===== src/rtl/subtrator_serial4b_if.sv =====
// ----------------------------------------------------------------------------
// subtrator_serial4b_if
// Bundles the start/ready request and the result/done return path of the
// bit-serial subtractor.
//   start, a, b, bin  : request side (driven by the master)
//   ready, busy       : status (driven by the slave)
//   d, bout, done     : result side (driven by the slave)
//   ovf               : signed overflow, present only with SUBTRATOR_OVERFLOW_EN
// Build option: define SUBTRATOR_OVERFLOW_EN to add the ovf signal.
// ----------------------------------------------------------------------------
interface subtrator_serial4b_if #(
  parameter int WIDTH = 4
);
  logic             start;
  logic [WIDTH-1:0] a;
  logic [WIDTH-1:0] b;
  logic             bin;
  logic             ready;
  logic             busy;
  logic [WIDTH-1:0] d;
  logic             bout;
  logic             done;
`ifdef SUBTRATOR_OVERFLOW_EN
  logic             ovf;

  modport master (output start, a, b, bin, input ready, busy, d, bout, done, ovf);
  modport slave  (input start, a, b, bin, output ready, busy, d, bout, done, ovf);
`else
  modport master (output start, a, b, bin, input ready, busy, d, bout, done);
  modport slave  (input start, a, b, bin, output ready, busy, d, bout, done);
`endif
endinterface


===== src/rtl/subtrator_serial4b.sv =====
// ----------------------------------------------------------------------------
// subtrator_serial4b
// Bit-serial subtractor: D = A - B - bin (mod 2^WIDTH), one full-subtractor
// cell iterated LSB-first, one bit per clock.
// Ports:
//   clk    : system clock, rising edge
//   rst_n  : asynchronous active-low reset
//   bus    : subtrator_serial4b_if.slave
//            start/a/b/bin in; ready/busy/d/bout/done out (+ ovf, optional)
// Timing: accepting edge E0, bits processed on E1..E_WIDTH, done high for
// the single cycle following E_WIDTH. d/bout only change on DONE entry.
// Build option: SUBTRATOR_OVERFLOW_EN adds a registered signed-overflow flag.
// ----------------------------------------------------------------------------
module subtrator_serial4b #(
  parameter int WIDTH = 4
) (
  input  logic                 clk,
  input  logic                 rst_n,
  subtrator_serial4b_if.slave  bus
);

  localparam int CNT_W = (WIDTH > 1) ? $clog2(WIDTH) : 1;
  localparam logic [CNT_W-1:0] CNT_LAST = CNT_W'(WIDTH - 1);

  typedef enum logic [1:0] {
    IDLE  = 2'd0,
    SHIFT = 2'd1,
    DONE  = 2'd2
  } state_t;

  state_t           state_q, state_d;
  logic [WIDTH-1:0] ra_q, ra_d;
  logic [WIDTH-1:0] rb_q, rb_d;
  logic             br_q, br_d;
  logic [CNT_W-1:0] cnt_q, cnt_d;
  logic [WIDTH-1:0] res_q, res_d;
  logic [WIDTH-1:0] dout_q, dout_d;
  logic             bout_q, bout_d;
`ifdef SUBTRATOR_OVERFLOW_EN
  logic             ovf_q, ovf_d;
`endif

  logic             a_bit, b_bit;
  logic             diff_bit, borrow_bit;
  logic [WIDTH-1:0] res_full;

  // Full-subtractor cell on the current bit position.
  assign a_bit      = ra_q[cnt_q];
  assign b_bit      = rb_q[cnt_q];
  assign diff_bit   = a_bit ^ b_bit ^ br_q;
  assign borrow_bit = (~a_bit & b_bit) | (~(a_bit ^ b_bit) & br_q);

  always_comb begin
    res_full        = res_q;
    res_full[cnt_q] = diff_bit;
  end

  always_comb begin
    state_d = state_q;
    ra_d    = ra_q;
    rb_d    = rb_q;
    br_d    = br_q;
    cnt_d   = cnt_q;
    res_d   = res_q;
    dout_d  = dout_q;
    bout_d  = bout_q;
`ifdef SUBTRATOR_OVERFLOW_EN
    ovf_d   = ovf_q;
`endif
    case (state_q)
      SHIFT: begin
        res_d = res_full;
        br_d  = borrow_bit;
        if (cnt_q == CNT_LAST) begin
          // Publish the whole word at once so d never shows partial results.
          state_d = DONE;
          dout_d  = res_full;
          bout_d  = borrow_bit;
`ifdef SUBTRATOR_OVERFLOW_EN
          ovf_d   = (ra_q[WIDTH-1] ^ rb_q[WIDTH-1]) & (res_full[WIDTH-1] ^ ra_q[WIDTH-1]);
`endif
        end else begin
          cnt_d = cnt_q + CNT_W'(1);
        end
      end
      default: begin
        // IDLE and DONE both accept a new request; DONE otherwise falls to IDLE.
        state_d = IDLE;
        if (bus.start) begin
          state_d = SHIFT;
          ra_d    = bus.a;
          rb_d    = bus.b;
          br_d    = bus.bin;
          cnt_d   = '0;
        end
      end
    endcase
  end

  always_ff @(posedge clk or negedge rst_n) begin
    if (!rst_n) begin
      state_q <= IDLE;
      ra_q    <= '0;
      rb_q    <= '0;
      br_q    <= 1'b0;
      cnt_q   <= '0;
      res_q   <= '0;
      dout_q  <= '0;
      bout_q  <= 1'b0;
`ifdef SUBTRATOR_OVERFLOW_EN
      ovf_q   <= 1'b0;
`endif
    end else begin
      state_q <= state_d;
      ra_q    <= ra_d;
      rb_q    <= rb_d;
      br_q    <= br_d;
      cnt_q   <= cnt_d;
      res_q   <= res_d;
      dout_q  <= dout_d;
      bout_q  <= bout_d;
`ifdef SUBTRATOR_OVERFLOW_EN
      ovf_q   <= ovf_d;
`endif
    end
  end

  assign bus.ready = (state_q != SHIFT);
  assign bus.busy  = (state_q == SHIFT);
  assign bus.done  = (state_q == DONE);
  assign bus.d     = dout_q;
  assign bus.bout  = bout_q;
`ifdef SUBTRATOR_OVERFLOW_EN
  assign bus.ovf   = ovf_q;
`endif

endmodule


===== src/flat_wrapper.sv =====
// flat-port wrapper written by rule: the top's interface ports become plain ports
module subtrator_serial4b_flat 
#(
  parameter int WIDTH = 4
)
  (clk, rst_n, bus_start, bus_a, bus_b, bus_bin, bus_ready, bus_busy, bus_d, bus_bout, bus_done);
  subtrator_serial4b_if #(.WIDTH(WIDTH)) bus_i ();
  input  logic clk;
  input  logic rst_n;
  input wire logic [$bits(bus_i.start)-1:0] bus_start;
  input wire logic [$bits(bus_i.a)-1:0] bus_a;
  input wire logic [$bits(bus_i.b)-1:0] bus_b;
  input wire logic [$bits(bus_i.bin)-1:0] bus_bin;
  output wire logic [$bits(bus_i.ready)-1:0] bus_ready;
  output wire logic [$bits(bus_i.busy)-1:0] bus_busy;
  output wire logic [$bits(bus_i.d)-1:0] bus_d;
  output wire logic [$bits(bus_i.bout)-1:0] bus_bout;
  output wire logic [$bits(bus_i.done)-1:0] bus_done;
  assign bus_i.start = bus_start;
  assign bus_i.a = bus_a;
  assign bus_i.b = bus_b;
  assign bus_i.bin = bus_bin;
  assign bus_ready = bus_i.ready;
  assign bus_busy = bus_i.busy;
  assign bus_d = bus_i.d;
  assign bus_bout = bus_i.bout;
  assign bus_done = bus_i.done;
  subtrator_serial4b #(.WIDTH(WIDTH)) u_core (.clk(clk), .rst_n(rst_n), .bus(bus_i));
endmodule

===== config.mk =====
export PLATFORM = sky130hd
export DESIGN_NAME = subtrator_serial4b_flat
export DESIGN_NICKNAME = d
export VERILOG_FILES = /design/src/rtl/subtrator_serial4b_if.sv /design/src/rtl/subtrator_serial4b.sv /design/src/flat_wrapper.sv
export SDC_FILE = /design/constraint.sdc
export NUM_CORES = 1
export LEC_CHECK = 0
export BUFFER_PORTS_ARGS = -buffer_cell sky130_fd_sc_hd__buf_4
export CAP_MARGIN = 15
export CORE_UTILIZATION = 45
export DETAILED_ROUTE_END_ITERATION = 8
export PLACE_DENSITY = 0.73
export SKIP_LAST_GASP = 1
export SLEW_MARGIN = 20
export SYNTH_ARGS = -nofsm -noshare
export SYNTH_HDL_FRONTEND = slang
export SYNTH_SLANG_ARGS = --single-unit

===== constraint.sdc =====
create_clock -name clk -period 5.1 [get_ports clk]
set_clock_uncertainty 0.1 [all_clocks]
set_input_delay 1.02 -clock clk [delete_from_list [all_inputs] [get_ports clk]]
set_output_delay 1.02 -clock clk [all_outputs]
set_load 0.02 [all_outputs]

==> flow_metrics.env <==
export IMPL_ant_nets=0
export IMPL_grt_util_met3=0.0309
export IMPL_drtIter0Drc=4
export IMPL_cts_tree="yes"
export IMPL_wl_um=1690
export IMPL_total_power_w=0.000863
export IMPL_io_pins=20
export IMPL_p_int_w=0.000529
export IMPL_timing_final_crit_share=0.449
export IMPL_p_clk_frac=0.094
export IMPL_switching_share=0.387
export IMPL_wire_per_inst_um=13.7
export IMPL_setup_viol=0
export IMPL_tightest_slew_ns=0.365
export IMPL_endpoint_kind="primary output"
export IMPL_antenna_found_initial=0
export IMPL_pre_cts_slack_ns=2.90
export IMPL_final_nets=113
export IMPL_outcome="complete, no violations"
export IMPL_overflow=0
export IMPL_first_global_vias=653
export IMPL_initial_core_util=0.474
export IMPL_gp_congestion=0.710
export IMPL_remaining_drc_errors=0
export IMPL_synth_largest_area_cell="dfrtp_1"
export IMPL_via_per_inst=5.03
export IMPL_critPathMaxFanout=5
export IMPL_max_vdd_ir_drop_uv=324
export IMPL_critPathKind="reg -> out"
export IMPL_hpwl_um=1290
export IMPL_p_per_area_nw_per_um2=700
export IMPL_drive_above_1_share=0.421
export IMPL_synth_area_leaders="dfrtp_1, mux2_4, ha_1, mux4_2, mux2_1"
export IMPL_drtPass1Iterations=4
export IMPL_syn_avg_cell_area_um2=14.2
export IMPL_finalMaxSlewViolations=0
export IMPL_top_usage_layer="met2"
export IMPL_ys_types=21
export IMPL_synth_common_cells="dfrtp_1, mux2_4, nand2_1"
export IMPL_rsz0062_at_grt="no"
export IMPL_synth_async_sr_flop_share=1.00
export IMPL_hp_class="reg -> reg"
export IMPL_post_cts_hold_buffer_count=0
export IMPL_synth_seq_cells=21
export IMPL_port_buffers=19
export IMPL_area_growth_pct=18.7
export IMPL_synth_fp_nets=90
export IMPL_cts_path_max_buffers=2
export IMPL_synth_top_area_frac=0.506
export IMPL_synth_edf_count=0
export IMPL_maxCapViolations=0
export IMPL_syn_cell_area_um2=1040
export IMPL_yosys_warnings=0
export IMPL_setup_tns_final_ns=0
export IMPL_ctsResizeCount=0
export IMPL_syn_inst=73
export IMPL_fin_ws_ns=2.81
export IMPL_clkSinkCount=21
export IMPL_worst_skew_pair_late_latency_ns=0.30
export IMPL_slew_headroom=0.756
export IMPL_cts_setup_buffers=0
export IMPL_cp_required_ns=3.98
export IMPL_yosysSeqAreaShare=0.506
export IMPL_dieWidth_um=50.0
export IMPL_dieArea_um2=2500
export IMPL_final_hold_viol_count=0
export IMPL_p_leak_nw=0.627
export IMPL_switchingPower_w=0.000334
export IMPL_use_met1=0.216
export IMPL_cts_buffers=3
export IMPL_combPwrFrac=0.547
export IMPL_seqPwrFrac=0.359
export IMPL_core_um2=2190
export IMPL_globalRouteMet2Util=0.258
export IMPL_antenna_cells=0
export IMPL_dr_total_vias=619
export IMPL_synth_top_flop_cell="dfrtp_1"
export IMPL_fmax_ghz=0.437
export IMPL_yosysMostFrequentCell="dfrtp_1"
export IMPL_critPathLaunchType="register"
export IMPL_critPathArrivalTime_ns=1.17
export IMPL_htree_levels=1
export IMPL_path_clk_slew_ns=0.12
export IMPL_fillCellCount=192
export IMPL_fp_row_count=17
export IMPL_grt_max_degree=22
export IMPL_cts_root_buf="clkbuf_4"
export IMPL_grt_total_usage=0.163
export IMPL_dieHeight_um=50.0
export IMPL_finalCriticalPeriod_ns=2.29
export IMPL_grt_pass1_wl_um=2970
-- placed cells by master, fill, tap and decap left out, drive strengths merged --
cell,instances
clkinv,1
a21oi,2
mux4,2
nor3b,1
o211a,1
inv,7
clkbuf,3
dfrtp,21
a22o,1
buf,19
nand3b,1
mux2i,3
o21ai,4
ha,4
and2b,1
mux2,13
nand2,9
fa,1
nand2b,1
-- cell type report --
cell class / count / area [um2] / share of cell area
Multi-Input combinational cell: 44 / 473 / 0.384
Clock buffer: 3 / 22.5 / 0.0183
Timing Repair Buffer: 19 / 143 / 0.116
Sequential cell: 21 / 526 / 0.426
Inverter: 7 / 28.8 / 0.0234
Clock inverter: 1 / 5.00 / 0.00406
Tap cell: 28 / 35.0 / 0.0284
-- power groups by stage --
stage,Combinational [W],Sequential (W),Clock (W)
5_1_grt,0.000520,0.000324,0.0000922
3_5_place_dp,0.000478,0.000316,0
6_report,0.000472,0.000310,0.0000815
4_1_cts,0.000481,0.000312,0.0000833
3_3_place_gp,0.000462,0.000310,0
2_1_floorplan,0.000345,0.000320,0
-- stage by stage --
step	hold WS (ns)	instances	utilization	instance area, um2
after floorplan	0.364	73	-	1040
after global placement	0.368	119	0.550	1200
after detailed placement	0.385	119	0.550	1200
after CTS	0.414	123	0.563	1230
after global routing	0.446	123	0.563	1230
final	0.402	123	0.563	1230
-- flip-flops by register name (all words and copies together) (netlist names) --
name / flops
u_core.bus.d: 4
u_core.rb_q: 4
u_core.state_q: 2
u_core.ra_q: 4
u_core.bus.bout: 1
u_core.cnt_q: 2
u_core.res_q: 3
u_core.br_q: 1
-- cell families (layout without fill, tap and decap cells) --
| family | after synthesis | count (layout) | share of synthesized area |
|---|---|---|---|
| AO/OA/AOI/OAI | 8 | 8 | 0.0506 |
| adder cells (fa/ha/maj) | 5 | 5 | 0.0675 |
| buffers and inverters | 8 | 30 | 0.0386 |
| flip-flops | 21 | 21 | 0.506 |
| multiplexers | 18 | 18 | 0.249 |
| AND/OR/NAND/NOR | 13 | 13 | 0.0880 |
-- worst max-delay path: stages, from the launching register on --
cell      delay (ns)
dfrtp_1         0.43
nand2b_4        0.21
inv_4           0.09
buf_4           0.13
-- routing by layer --
| metal | up-vias | share of wire |
|---|---|---|
| met5 | - | 0 |
| met2 | 18 | 0.49 |
| li1 | 293 | - |
| met1 | 308 | 0.47 |
| met4 | 0 | 0 |
| met3 | 0 | 0.038 |
-- worst paths after layout --
kind	from	to	slack [ns]	cells past startpoint
worst min register to register	u_core.bus.d[1]	u_core.bus.d[1]	0.40	2
worst min-delay path	u_core.bus.d[1]	u_core.bus.d[1]	0.40	2
max in group asynchronous	rst_n	u_core.rb_q[0]	4.22	1
min in group asynchronous	rst_n	u_core.bus.d[3]	0.47	1
worst max-delay path	u_core.state_q[1]	bus_busy	2.81	3
worst max register to register	u_core.cnt_q[0]	u_core.res_q[1]	2.94	3
Note: power is estimated with default switching activity, not from simulation.
